**config.mk**
```make
export PLATFORM = sky130hd
export DESIGN_NAME = manchester_tx_frame_sched
export DESIGN_NICKNAME = d
export VERILOG_FILES = /design/src/rtl/manchester_tx_frame_sched.sv
export SDC_FILE = /design/constraint.sdc
export NUM_CORES = 1
export LEC_CHECK = 0
export ABC_AREA = 1
export CORE_UTILIZATION = 50
export DETAILED_ROUTE_END_ITERATION = 8
export HOLD_SLACK_MARGIN = 0.1
export PLACE_DENSITY = 0.8
export SYNTH_ARGS = -nofsm -noshare
export SYNTH_HDL_FRONTEND = slang
export SYNTH_SLANG_ARGS = --single-unit
```
**constraint.sdc**
```tcl
create_clock -name clk_sys -period 3.8 [get_ports clk_sys]
set_input_delay 0.38 -clock clk_sys [delete_from_list [all_inputs] [get_ports clk_sys]]
set_output_delay 0.38 -clock clk_sys [all_outputs]
set_load 0.005 [all_outputs]
```
**src/rtl/manchester_tx_frame_sched.sv**
```systemverilog
// Frame scheduler and two-channel arbiter feeding the Manchester encoder bit interface.
// Each granted word goes out as preamble, sync, channel id, payload MSB-first, then even parity.
module manchester_tx_frame_sched #(
  parameter int unsigned PREAMBLE_BITS = 8,
  parameter logic [7:0]  SYNC_WORD     = 8'hD5,
  parameter int unsigned GAP_CYCLES    = 8,
  parameter bit          RR_ENABLE     = 1'b1
) (
  input  logic        clk_sys,
  input  logic        rst,
  input  logic        enable,
  input  logic        req0_valid,
  input  logic [7:0]  req0_data,
  output logic        req0_ready,
  input  logic        req1_valid,
  input  logic [7:0]  req1_data,
  output logic        req1_ready,
  output logic        tx_en,
  output logic        bit_in,
  output logic        bit_valid,
  input  logic        bit_ready,
  output logic        busy,
  output logic        grant_id,
  output logic        frame_done,
  output logic [15:0] frames_sent
);

  typedef enum logic [2:0] {
    S_IDLE, S_PREAMBLE, S_SYNC, S_CHID, S_PAYLOAD, S_PARITY, S_GAP
  } state_t;

  localparam logic [5:0] PRE_LAST = 6'(PREAMBLE_BITS - 1);
  localparam logic [7:0] GAP_LAST = 8'(GAP_CYCLES - 1);
  localparam logic [7:0] SYNC     = SYNC_WORD;

  state_t      state_q, state_d;
  logic [5:0]  pre_cnt_q, pre_cnt_d;
  logic [2:0]  idx_q, idx_d;
  logic [7:0]  gap_cnt_q, gap_cnt_d;
  logic [7:0]  data_q, data_d;
  logic        chid_q, chid_d;
  logic        last_q, last_d;
  logic        bit_q, bit_d;
  logic        grant_q, grant_d;
  logic        done_q, done_d;
  logic [15:0] frames_sent_q, frames_sent_d;

  logic tx_state, hs, grant_ok, pick1;

  assign tx_state = (state_q == S_PREAMBLE) || (state_q == S_SYNC) || (state_q == S_CHID) ||
                    (state_q == S_PAYLOAD) || (state_q == S_PARITY);
  assign hs       = tx_state & bit_ready;
  assign grant_ok = (state_q == S_IDLE) & enable & (req0_valid | req1_valid);
  // On a tie, last_q=1 (ch1 served last) hands the grant to ch0.
  assign pick1    = (req0_valid & req1_valid) ? (RR_ENABLE ? ~last_q : 1'b0) : req1_valid;

  assign req0_ready  = grant_ok & ~pick1;
  assign req1_ready  = grant_ok & pick1;
  assign tx_en       = tx_state;
  assign bit_valid   = tx_state;
  assign bit_in      = bit_q;
  assign busy        = (state_q != S_IDLE);
  assign grant_id    = grant_q;
  assign frame_done  = done_q;
  assign frames_sent = frames_sent_q;

  always_comb begin
    state_d       = state_q;
    pre_cnt_d     = pre_cnt_q;
    idx_d         = idx_q;
    gap_cnt_d     = gap_cnt_q;
    data_d        = data_q;
    chid_d        = chid_q;
    last_d        = last_q;
    bit_d         = bit_q;
    grant_d       = grant_q;
    done_d        = 1'b0;
    frames_sent_d = frames_sent_q;
    case (state_q)
      S_IDLE: begin
        if (grant_ok) begin
          state_d   = S_PREAMBLE;
          data_d    = pick1 ? req1_data : req0_data;
          chid_d    = pick1;
          grant_d   = pick1;
          last_d    = pick1;
          pre_cnt_d = 6'd0;
          bit_d     = 1'b1;
        end
      end
      S_PREAMBLE: begin
        if (hs) begin
          if (pre_cnt_q == PRE_LAST) begin
            state_d = S_SYNC;
            idx_d   = 3'd7;
            bit_d   = SYNC[7];
          end else begin
            pre_cnt_d = pre_cnt_q + 6'd1;
            // Bit k of the preamble is 1 for even k, so bit k+1 equals k's LSB.
            bit_d     = pre_cnt_q[0];
          end
        end
      end
      S_SYNC: begin
        if (hs) begin
          if (idx_q == 3'd0) begin
            state_d = S_CHID;
            bit_d   = chid_q;
          end else begin
            idx_d = idx_q - 3'd1;
            bit_d = SYNC[idx_q - 3'd1];
          end
        end
      end
      S_CHID: begin
        if (hs) begin
          state_d = S_PAYLOAD;
          idx_d   = 3'd7;
          bit_d   = data_q[7];
        end
      end
      S_PAYLOAD: begin
        if (hs) begin
          if (idx_q == 3'd0) begin
            state_d = S_PARITY;
            bit_d   = chid_q ^ (^data_q);
          end else begin
            idx_d = idx_q - 3'd1;
            bit_d = data_q[idx_q - 3'd1];
          end
        end
      end
      S_PARITY: begin
        if (hs) begin
          state_d       = S_GAP;
          bit_d         = 1'b0;
          gap_cnt_d     = 8'd0;
          done_d        = 1'b1;
          frames_sent_d = (frames_sent_q == 16'hFFFF) ? 16'hFFFF : frames_sent_q + 16'd1;
        end
      end
      S_GAP: begin
        if (gap_cnt_q == GAP_LAST) state_d = S_IDLE;
        else                       gap_cnt_d = gap_cnt_q + 8'd1;
      end
      default: state_d = S_IDLE;
    endcase
  end

  always_ff @(posedge clk_sys) begin
    if (rst) begin
      state_q       <= S_IDLE;
      pre_cnt_q     <= 6'd0;
      idx_q         <= 3'd0;
      gap_cnt_q     <= 8'd0;
      data_q        <= 8'd0;
      chid_q        <= 1'b0;
      last_q        <= 1'b1;
      bit_q         <= 1'b0;
      grant_q       <= 1'b0;
      done_q        <= 1'b0;
      frames_sent_q <= 16'd0;
    end else begin
      state_q       <= state_d;
      pre_cnt_q     <= pre_cnt_d;
      idx_q         <= idx_d;
      gap_cnt_q     <= gap_cnt_d;
      data_q        <= data_d;
      chid_q        <= chid_d;
      last_q        <= last_d;
      bit_q         <= bit_d;
      grant_q       <= grant_d;
      done_q        <= done_d;
      frames_sent_q <= frames_sent_d;
    end
  end

endmodule

```
# Word level (Yosys, flattened, before mapping)

Memories as Yosys holds them, arrays and structs flattened.
Cells that the tools add are included.

Equality and inequality tests: 23
Order comparisons: 1
Muxes and demuxes: 41
Reduce and logical (&&, ||, !) cells: 21
Bitwise operators: 11
$add $sub $neg: 4

Operators by type and width:

| kind                  | number |
|---|---|
| $mux 3                | 15 |
| $mux 8                | 3 |
| $pmux 3 s7            | 1 |
| $ne 2x2->1 const B    | 10 |
| $mux 6                | 3 |
| $add 16x1->16 const B | 1 |
| $eq 16x16->1 const B  | 1 |
| $mux 16               | 1 |
| $pmux 8 s2            | 1 |
| $mux 1                | 13 |
| $pmux 6 s2            | 1 |
| $reduce_and 10->1     | 1 |
| $eq 3x3->1 const B    | 3 |
| $pmux 3 s3            | 1 |
| $add 8x1->8 const B   | 1 |
| $eq 8x3->1 const B    | 1 |
| $ne 2x1->1 const B    | 4 |
| $reduce_xor 8->1      | 1 |
| $reduce_and 7->1      | 1 |
| $add 6x1->6 const B   | 1 |
| $and 1x1->1           | 6 |
| $eq 3x2->1 const B    | 2 |
| $eq 6x3->1 const B    | 1 |
| $logic_not 3->1       | 2 |
| other kinds (17)      | 26 |

Memories kept: 1
Register bits: 48
Output and inout port bits: 24
Bits in read-only memories: 8
Logic and storage cells: 112

Memory list:

| name             | depth | width | rd ports | clocked after Yosys merged registers in | write ports | line | text |
|---|---|---|---|---|---|---|---|
| (name not given) | 8     | 1     | 1        | 0                                       | 0           | 111  | `bit_d = SYNC[idx_q - 3'd1];` |

# Logic depth before layout (Yosys ltp)

Gate-level depths: netlist (run 1).

Depth after elaboration: 8
Depth in mapped cells: 12
Gate-level depth less buffers: 11

# Worst setup path before layout (run 1)

No wires, ideal clock.

Kind: register to register
Start point: register idx_q[0]
End point: register bit_q, in the netlist bit_in
Setup time: 0.119 ns
Arrival time: 1.548 ns
Path slack: 2.133 ns
Cell stages (with the launch flop): 13
Buffers on the path: 1
Path through: dfxtp_1 > clkbuf_1 > inv_1 > ha_1 > inv_1 > a21oi_1 > o21ai_0 > nand3_1 > nand3_1 > nand2_1 > inv_1 > nand2_1 > a21oi_1

Word-level cells in the longest chain between the ends: 6
Elaborated cells between the ends (all ways): 11

Ends and longest elaborated chain:

| item                                             | line     | text |
|---|---|---|
| from (decl)                                      | 38       | `logic [2:0] idx_q, idx_d;` |
| from (signal assigned)                           | 166      | `idx_q <= idx_d;` |
| $sub 3x1->3                                      | 111, 129 |  |
| $mem_v2 8x1 / $bmux 1 s3 (equally long branches) | n/a      |  |
| $mux 1, on equally long branches                 | 111, 129 |  |
| $mux 1, on equally long branches                 | 106, 124 |  |
| $mux 1, on equally long branches                 | 105, 123 |  |
| $pmux 1 s6 (*)                                   | 79       | `case (state_q)` |
| to (signal assigned)                             | 171      | `bit_q <= bit_d;` |
| to (decl)                                        | 43       | `logic bit_q, bit_d;` |

Every way passes the cells marked *; elsewhere a longest branch is shown, timed or not. The select of a mux whose other input is x is not followed.
A chain may end at the register's enable or synchronous reset.

# Worst setup path in the final report (run 1)

Start point: register state_q[0]
End point: output req0_ready

Word-level cells in the longest chain between the ends: 4

Ends and longest elaborated chain:

| item                     | line | text |
|---|---|---|
| from (decl)              | 36   | `state_t state_q, state_d;` |
| from (signal assigned)   | 164  | `state_q <= state_d;` |
| $logic_not 3->1          | 53   | `assign grant_ok = (state_q == S_IDLE) & enable & (req0_valid \| req1_valid);` |
| $and 1x1->1 (2 in a row) | 53   |  |
| $and 1x1->1              | 57   | `assign req0_ready = grant_ok & ~pick1;` |
| to (decl)                | 14   | `output logic req0_ready,` |

Every way passes these cells.

==> results of run 1 <==
==> state kept, by name, summed over array words and instances (netlist names) <==
| name | count |
|---|---|
| state_q | 3 |
| frames_sent | 16 |
| gap_cnt_q | 8 |
| frame_done | 1 |
| pre_cnt_q | 6 |
| idx_q | 3 |
| grant_id | 1 |
| data_q | 8 |
| last_q | 1 |
| bit_in | 1 |
==> worst max-delay path: cells and delay by family, from the launching register on <==
family        cells  cell delay, ns
flops             1            0.39
simple gates      5            1.10
buf+inv           1            0.57
==> cells in the final DEF (no fill, tap or decap), types with 2 or more instances in the layout <==
cell type	synthesis	layout
nand2_1	123	123
inv_1	53	53
dfxtp_1	48	48
nor2_1	45	45
clkdlybuf4s50_1	0	45
a21oi_1	34	34
nand3_1	23	23
o21ai_0	22	22
a31oi_1	12	12
nand4_1	8	8
nor3_1	7	7
ha_1	6	6
clkbuf_8	0	6
nand2_2	5	5
xor2_1	5	5
xnor2_1	5	5
inv_2	3	3
nand3b_1	3	3
nor4_1	2	2
nor3_2	2	2
==> worst max-delay path by stage <==
stage                     startpoint  depth (start not counted)  slack [ns]    endpoint
after floorplan             idx_q[0]                         12        2.13      bit_in
after global placement        enable                          6        1.27  req0_ready
after detailed placement      enable                          6        1.22  req0_ready
after CTS                 state_q[0]                          6        1.03  req0_ready
after global routing      state_q[0]                          6        0.87  req0_ready
final                     state_q[0]                          6        1.03  req0_ready
==> power by group <==
part           switching [uW]  internal, uW
registers                72.1           562
logic                     392           257
clock network             180           149
==> per-stage QoR <==
step / cell area [um2] / hold slack, ns / total power, uW
finish: 3354 / 0.4639 / 1613
floorplan: 2751 / 0.4292 / 1108
global route: 3354 / 0.5036 / 1754
global placement: 3258 / 0.4463 / 1266
detailed placement: 3258 / 0.4536 / 1288
CTS: 3354 / 0.4709 / 1617
==> final cells by class <==
class | count | area share, %
clock buffers | 6 | 2.462
clock inverters | 2 | 0.4103
inverters | 57 | 6.378
multi-input cells | 314 | 45.84
flip-flops and latches | 48 | 28.65
well taps | 70 | 2.611
repair buffers | 46 | 13.65
==> cells by family after synthesis <==
| kind of cell | count (synthesis) |
|---|---|
| xor gates and xnor gates | 10 |
| buffers and inverters | 65 |
| and+or+nand+nor | 226 |
| AOI/OAI and AO/OA | 72 |
| adders and majority gates | 6 |
| DFF | 48 |
==> per-layer routing <==
layer  global-route usage [%]  vias up
met4                    6.154        0
li1                         -     1471
met5                        0        -
met3                    5.150        4
met2                    40.55       71
met1                    29.71     1249
==> run_results.csv, run 1 <==
group,metric,value,unit
final_layout,n_antenna_cell,0,
floorplan,core-area,5205,um2
sta,period_minus_slack,2.768,ns
drt,totalWireLength,6.324,mm
final_layout,drive_above_1_share,5.285,%
drt,vias,2795,
sta,maxSlewViolCount,0,
setup_path,crit_path_top_delay_cell,"clkdlybuf4s50_1",
sta,worst_slew_pin_slew,0.5320,ns
cts,clock_sinks,48,
final_layout,areaGrowthSynthToFinish,21.92,%
setup_path,worstReg2RegStart,"idx_q[0]",
drt,wl_per_cell,11.65,um
logic_synthesis,synth.top_cells.by_count,"nand2_1 (123), inv_1 (53), dfxtp_1 (48)",
floorplan,num_io_pins,46,
sta,slew_headroom,64.21,%
drt,top_layer,"met4",
floorplan,start_util,52.86,%
grt,antenna_found_initial,0,
setup_path,worstPathCellList,"nor2_1 -> nand2_1 -> nor2_1 -> nand2_1 -> nor2_2 -> clkdlybuf4s50_1",
logic_synthesis,ys_seq_area_share,34.92,%
logic_synthesis,synth_edf_count,0,
drt,routed-wl-met3,360,um
grt,grt_pass1_vias,2613,
floorplan,rows,26,
logic_synthesis,synth_top_family_by_area,"simple AND/OR/NAND/NOR gates",
cts,cts_max_level,2,
logic_synthesis,avgSynthCellArea,6.444,um2
drt,first_iter_violations,157,
pwr,vdd_drop_max,0.2833,mV
cts,post-cts-setup-buffers,0,
final_layout,fin_util,64.45,%
sta,rsz0062_at_grt,"false",
setup_path,timing.rr.end,"idx_q[0]",
logic_synthesis,synthDistinctLibCells,35,
setup_path,cp_data_required_time,3.42,ns
placed_design,portBuffers,45,
logic_synthesis,synth_compound_area_share,14.05,%
setup_path,reg2reg_slack,1.91,ns
placed_design,hpwlAfterDp,4.736,mm
floorplan,die_x,76.18,um
setup_path,crit_type,"reg -> out",
logic_synthesis,synth_top_area_cell,"dfxtp_1",
pwr,p_leak,0.001348,uW
sta,setup_viol,0,
drt,ant_nets,0,
cts,cts_resized,0,
sta,finalHoldViolations,0,
logic_synthesis,synth-simple-area-share,35.93,%
job,maxCapViolCount,0,
drt,met2_length,3.004,mm
cts,ctsHoldBuffers,0,
final_layout,nFillCells,483,
sta,max_freq,361.3,MHz
drt,drcViolationCount,0,
final_layout,seq_area,960.9,um2
setup_path,crit_fanout,12,
sta,setup_ws,1.032,ns
cts,clkLatencyLatePin,0.31,ns
logic_synthesis,synthArstFlopShare,0,%
setup_path,max_stage_delay,0.57,ns
logic_synthesis,syn-cell-area,2751,um2
placed_design,gp_routability_congestion,0.8551,
cts,cts_root_buf,"clkbuf_8",
logic_synthesis,synth_top_area_share,34.92,%
logic_synthesis,post_synth_inst_count,427,
logic_synthesis,yosys_register_bits,48,
grt,track_usage,23.54,%
cts,cts_tree,"built",
logic_synthesis,synth_area_leaders,"dfxtp_1 (35%), nand2_1 (17%), inv_1 (7.2%), a21oi_1 (6.2%), nor2_1 (6.1%)",
floorplan,die_h,76.18,um
worst_hold_path,hp-start,"frames_sent[14]",
final_layout,fin_cells,543,
setup_path,start_kind,"flop",
final_layout,multiInputGateArea,1538,um2
sta,fin_skew,0.01141,ns
logic_synthesis,yosys_warnings,0,
cts,clk_pin_slew_worst_paths,0.10,ns
setup_path,worstPathArrival,2.39,ns
worst_hold_path,min_path_cells,2,
placed_design,dp_slack,1.216,ns
logic_synthesis,muxShareOfSynthArea,0,%
logic_synthesis,synth_fp_nets,455,
grt,grt_pass1_wl,11.34,mm
logic_synthesis,synth_xor_xnor_area_share,3.183,%
drt,drt-met1-wl,2.924,mm
drt,drt-vias-per-instance,5.147,
sta,finalCritPeriodShare,72.83,%
grt,overflow,0,
logic_synthesis,synthAdderAreaFrac,2.729,%
cts,cts_buffers,5,
drt,firstDrtPassIters,4,
status,outcome,"complete, no violations",
worst_hold_path,min_to,"frames_sent[14]",
pwr,cellPowerDensity,480.9,nW/um2
logic_synthesis,synth_most_common_cell,"nand2_1",
setup_path,rr_worst_depth,8,
setup_path,endpoint_kind,"primary output",
placed_design,dp.cells,535,
floorplan,fp.dieArea,5803,um2
sta,fin_setup_tns,0,ns
worst_hold_path,hold_path.class,"reg -> reg",
logic_synthesis,synth_flop_cell,"dfxtp_1",
grt,grt_max_degree,27,
cts,clock_path_buffers,2,
final_layout,finalNetCount,500,
Power figures use the tool's default switching activity.
==> inputs of run 2 (changes only) <==
Clock period 3.8 ns to 2.85 ns, I/O delays scaled along.
==> run 2 against run 1 <==
Final cell count up 0.37%. Wire length down 0.22%. Utilization is 0.24 points higher. Via count is 0.29% higher. Critical path type unchanged. Sequential share of layout area fell by 0.11 points. Combinational power increased by 35%. Worst hold slack improved by 0.0027 ns. Die area did not move. Clock power grew 31%. Sequential power up 33%. Non-clock buffer count increased by 2. Largest power group unchanged. Register-to-register slack got worse by 0.94 ns.
==> run_results.csv, run 2 (same netlist as run 1, synthesis figures left out) <==
group,metric,value,unit
placed_design,gp_routability_congestion,0.8778,
final_layout,drive_above_1_share,5.474,%
sta,rsz0062_at_grt,"false",
drt,totalWireLength,6.310,mm
floorplan,fp.dieArea,5803,um2
pwr,power.share.combinational,40.9,%
drt,drt-vias-per-instance,5.143,
pwr,power_frac_clock,20.0,%
setup_path,crit_path_top_delay_cell,"clkdlybuf4s50_1",
pwr,cellPowerDensity,639.9,nW/um2
final_layout,multiInputGateArea,1538,um2
pwr,switching_share,39.73,%
floorplan,core-area,5205,um2
job,maxCapViolCount,0,
cts,clk_pin_slew_worst_paths,0.09,ns
sta,fin_setup_tns,0,ns
floorplan,start_util,52.86,%
cts,post-cts-setup-buffers,0,
cts,clock_path_buffers,2,
setup_path,crit_type,"reg -> out",
grt,grt_pass1_wl,10.88,mm
sta,max_freq,427.5,MHz
pwr,switchingPower,855.9,uW
worst_hold_path,hold_path.class,"reg -> reg",
drt,ant_nets,0,
cts,cts_resized,0,
cts,cts_tree,"built",
setup_path,endpoint_kind,"primary output",
pwr,power_frac_seq,39.1,%
setup_path,crit_buf_inv,2,
drt,first_iter_violations,168,
cts,clkLatencyLatePin,0.30,ns
cts,ctsHoldBuffers,0,
sta,period_minus_slack,2.339,ns
final_layout,layout_common_cells,"nand2_1 (123), inv_1 (53), dfxtp_1 (48)",
sta,setup_viol,0,
drt,drcViolationCount,0,
final_layout,largest_register_ffs,16,
setup_path,cp_data_required_time,2.57,ns
final_layout,areaGrowthSynthToFinish,22.37,%
drt,vias,2803,
cts,cts_buffers,5,
cts,clock_sinks,48,
floorplan,num_io_pins,46,
grt,antenna_found_initial,0,
cts,cts_max_level,2,
final_layout,layout_commonest_cell,"nand2_1",
setup_path,worstPathCellList,"nor2_1 -> nand2_1 -> nor2_1 -> nand2_1 -> nor2_2 -> buf_4 -> clkdlybuf4s50_1",
pwr,p_leak,0.001350,uW
sta,finalCritPeriodShare,82.07,%
pwr,vdd_drop_max,0.2796,mV
sta,fin_skew,0.005389,ns
setup_path,max_stage_delay,0.51,ns
final_layout,n_antenna_cell,0,
drt,firstDrtPassIters,7,
sta,finalHoldViolations,0,
final_layout,seq_area,960.9,um2
placed_design,portBuffers,45,
drt,wl_per_cell,11.58,um
setup_path,crit_family,"simple AND/OR/NAND/NOR gates",
setup_path,crit_fanout,9,
grt,grt_max_degree,26,
floorplan,die_h,76.18,um
final_layout,fin_util,64.69,%
setup_path,start_kind,"flop",
sta,worst_slew_pin_slew,0.5326,ns
pwr,p_int,1299,uW
status,outcome,"complete, no violations",
placed_design,hpwlAfterDp,4.602,mm
grt,grt_pass1_vias,2458,
sta,slew_headroom,64.11,%
cts,cts_root_buf,"clkbuf_8",
floorplan,rows,26,
sta,maxSlewViolCount,0,
floorplan,die_x,76.18,um
final_layout,finalNetCount,502,
grt,overflow,0,
grt,track_usage,22.63,%
final_layout,nFillCells,478,
setup_path,worstPathArrival,2.05,ns
-- run 2: cell count changes in the layout (fill, tap and decap cells not counted) --
cell | previous run | this run
clkbuf_1 | 0 | 1
inv_6 | 1 | 0
clkinvlp_4 | 0 | 1
clkinv_2 | 1 | 0
buf_4 | 1 | 3
-- run 2: path summary, 6_finish.rpt --
kind | startpoint | slack (ns) | depth (start not counted) | endpoint
max reg2reg | idx_q[0] | 0.97 | 8 | idx_q[1]
min reg2reg | frames_sent[14] | 0.47 | 2 | frames_sent[14]
min | frames_sent[14] | 0.47 | 2 | frames_sent[14]
max | state_q[0] | 0.51 | 7 | req0_ready
-- run 2: per-layer routing --
| layer | part of all wire, % | vias up | routed length, um | GRT usage, % |
|---|---|---|---|---|
| li1 | - | 1469 | - | - |
| met1 | 50 | 1277 | 3141 | 30.24 |
| met2 | 45 | 51 | 2844 | 37.27 |
| met3 | 4.1 | 6 | 259 | 4.192 |
| met4 | 1.0 | 0 | 65 | 6.346 |
| met5 | 0 | - | 0 | 0 |
-- run 2: cell type report --
type	instances	area share [%]
sequential	48	28.54
timing repair buffer	48	14.05
inverter	57	6.355
tap	70	2.601
clock buffer	7	2.564
clock inverter	1	0.2230
multi-input combinational	314	45.67
-- run 2: stage by stage --
stage                     std cells  hold slack [ns]  area (um2)  power [uW]  worst slack [ns]
after detailed placement        537           0.4520        3273        1730            0.7277
after global routing            545           0.5086        3367        2339            0.3550
after floorplan                 427           0.4292        2751        1477             1.183
after CTS                       545           0.4725        3367        2162            0.5086
final                           545           0.4665        3367        2155            0.5111
after global placement          537           0.4455        3273        1705            0.7678
-- run 2: power by group through the flow --
stage | sequential, uW | combinational [uW] | clock [uW]
floorplan | 821 | 656 | 0
global placement | 855 | 850 | 0
detailed placement | 858 | 872 | 0
CTS | 842 | 877 | 443
global route | 859 | 1010 | 474
finish | 843 | 880 | 431
-- run 2: worst min-delay path: stages, from the launching register on --
cell,delay [ns]
dfxtp_1,0.33
inv_1,0.05
a21oi_1,0.05
==> inputs of run 3 (changes only) <==
Settings changed: CORE_UTILIZATION 50 to 48.
Clock period 2.85 ns to 2.04 ns, I/O delays scaled along.
==> run 3 against run 2 <==
Sequential share of layout area down 0.62 points. Via count up 2.2%. Wire length up 5.3%. Highest routed layer unchanged. Clock-buffer cell count down 2. Final cell count up 1.5%. Largest cell class unchanged. Critical path type unchanged. Global-route usage down 0.095 points. Largest power group unchanged. Combinational power up 50%.
==> run_results.csv, run 3 (same netlist as run 1, synthesis figures left out) <==
group,metric,value,unit
grt,antenna_found_initial,0,
drt,ant_nets,0,
final_layout,fin_util,62.83,%
placed_design,portBuffers,45,
cts,clkLatencyLatePin,0.31,ns
cts,clock_sinks,48,
worst_hold_path,hold_path.class,"in -> reg",
setup_path,start_kind,"flop",
placed_design,hpwlAfterDp,4.996,mm
cts,cts_max_level,2,
grt,grt_pass1_wl,11.13,mm
grt,overflow,0,
sta,slew_headroom,65.02,%
placed_design,dp.cells,545,
sta,maxSlewViolCount,0,
setup_path,crit_type,"reg -> out",
final_layout,areaGrowthSynthToFinish,25.74,%
pwr,p_leak,0.001397,uW
floorplan,num_io_pins,46,
drt,totalWireLength,6.642,mm
drt,first_iter_violations,101,
setup_path,cp_data_required_time,1.84,ns
sta,finalCritPeriodShare,94.45,%
setup_path,endpoint_kind,"primary output",
floorplan,die_x,77.71,um
placed_design,gp_routability_congestion,0.8594,
final_layout,fin_cells,553,
cts,post-cts-setup-buffers,0,
sta,finalHoldViolations,0,
final_layout,final_cell_area,3460,um2
sta,max_freq,519.0,MHz
sta,rsz0062_at_grt,"false",
drt,drcViolationCount,0,
final_layout,n_antenna_cell,0,
sta,setup_viol,0,
final_layout,layout_commonest_cell,"nand2_1",
drt,firstDrtPassIters,4,
floorplan,start_util,49.97,%
drt,wl_per_cell,12.01,um
cts,clock_path_buffers,2,
pwr,vdd_drop_max,0.5054,mV
floorplan,core-area,5507,um2
drt,drt-vias-per-instance,5.181,
sta,worst_slew_pin_slew,0.5199,ns
floorplan,die_h,77.71,um
sta,fin_skew,0.008537,ns
final_layout,nFillCells,516,
cts,clk_pin_slew_worst_paths,0.09,ns
placed_design,place_area,3321,um2
drt,vias,2865,
sta,period_minus_slack,1.927,ns
floorplan,fp.dieArea,6039,um2
pwr,cellPowerDensity,922.3,nW/um2
final_layout,drive_above_1_share,8.108,%
final_layout,largest_register_ffs,16,
floorplan,rows,27,
grt,track_usage,22.53,%
sta,fin_setup_tns,0,ns
cts,cts_buffers,5,
grt,grt_max_degree,26,
final_layout,layout_common_cells,"nand2_1 (122), inv_1 (52), dfxtp_1 (46)",
setup_path,worstPathArrival,1.72,ns
job,maxCapViolCount,0,
setup_path,crit_fanout,8,
final_layout,finalNetCount,508,
cts,cts_root_buf,"clkbuf_8",
status,outcome,"complete, no violations",
grt,grt_pass1_vias,2607,
cts,cts_tree,"built",
run 3: worst paths after layout:
kind,startpoint,endpoint,slack (ns),cells after the start
setup / recovery,state_q[0],req0_ready,0.11,6
hold reg to reg,last_q,last_q,0.47,2
hold / removal,req0_data[0],data_q[0],0.46,3
setup reg to reg,frames_sent[0],frames_sent[7],0.28,11
run 3: through the flow:
stage	setup WS, ns	power (uW)	hold WS (ns)
floorplan	0.3728	2064	0.3620
global placement	0.1799	2403	0.4429
detailed placement	0.08836	2449	0.4477
CTS	0.01827	3151	0.4623
global route	0.01849	3432	0.4931
finish	0.1132	3191	0.4615
run 3: what timing repair did:
action,CTS,global route
setup endpoints to repair,4,6
gates resized for setup,4,8
hold buffers,0,0
run 3: layout make-up:
class / instances / area, um2 / share of cell area, %
Clock buffer: 5 / 68.82 / 1.989
Clock inverter: 3 / 42.54 / 1.230
Inverter: 57 / 214.0 / 6.184
Multi-Input combinational cell: 314 / 1560 / 45.10
Sequential cell: 48 / 965.9 / 27.92
Tap cell: 72 / 90.09 / 2.604
Timing Repair Buffer: 54 / 518.0 / 14.97
run 3: power by group:
| part | leakage (uW) | internal (uW) | total [uW] | switching, uW |
|---|---|---|---|---|
| registers | 0.000391 | 1050 | 1180 | 125 |
| clock network | 0.0000541 | 363 | 688 | 326 |
| logic | 0.000952 | 532 | 1320 | 791 |
run 3: worst max-delay path: stages, from the launching register on:
cell             delay, ns
dfxtp_4               0.39
nor2_4                0.15
nand2_4               0.10
nor2_4                0.09
nand2_1               0.08
nor2_2                0.10
clkdlybuf4s50_1       0.51
run 3: routing by layer:
layer / track usage [%] / part of all wire [%] / vias to the layer above
met4: 5.849 / 1.2 / 0
met3: 3.176 / 4.3 / 9
li1: - / - / 1481
met1: 28.46 / 47 / 1310
met2: 39.91 / 48 / 65
met5: 0 / 0 / -
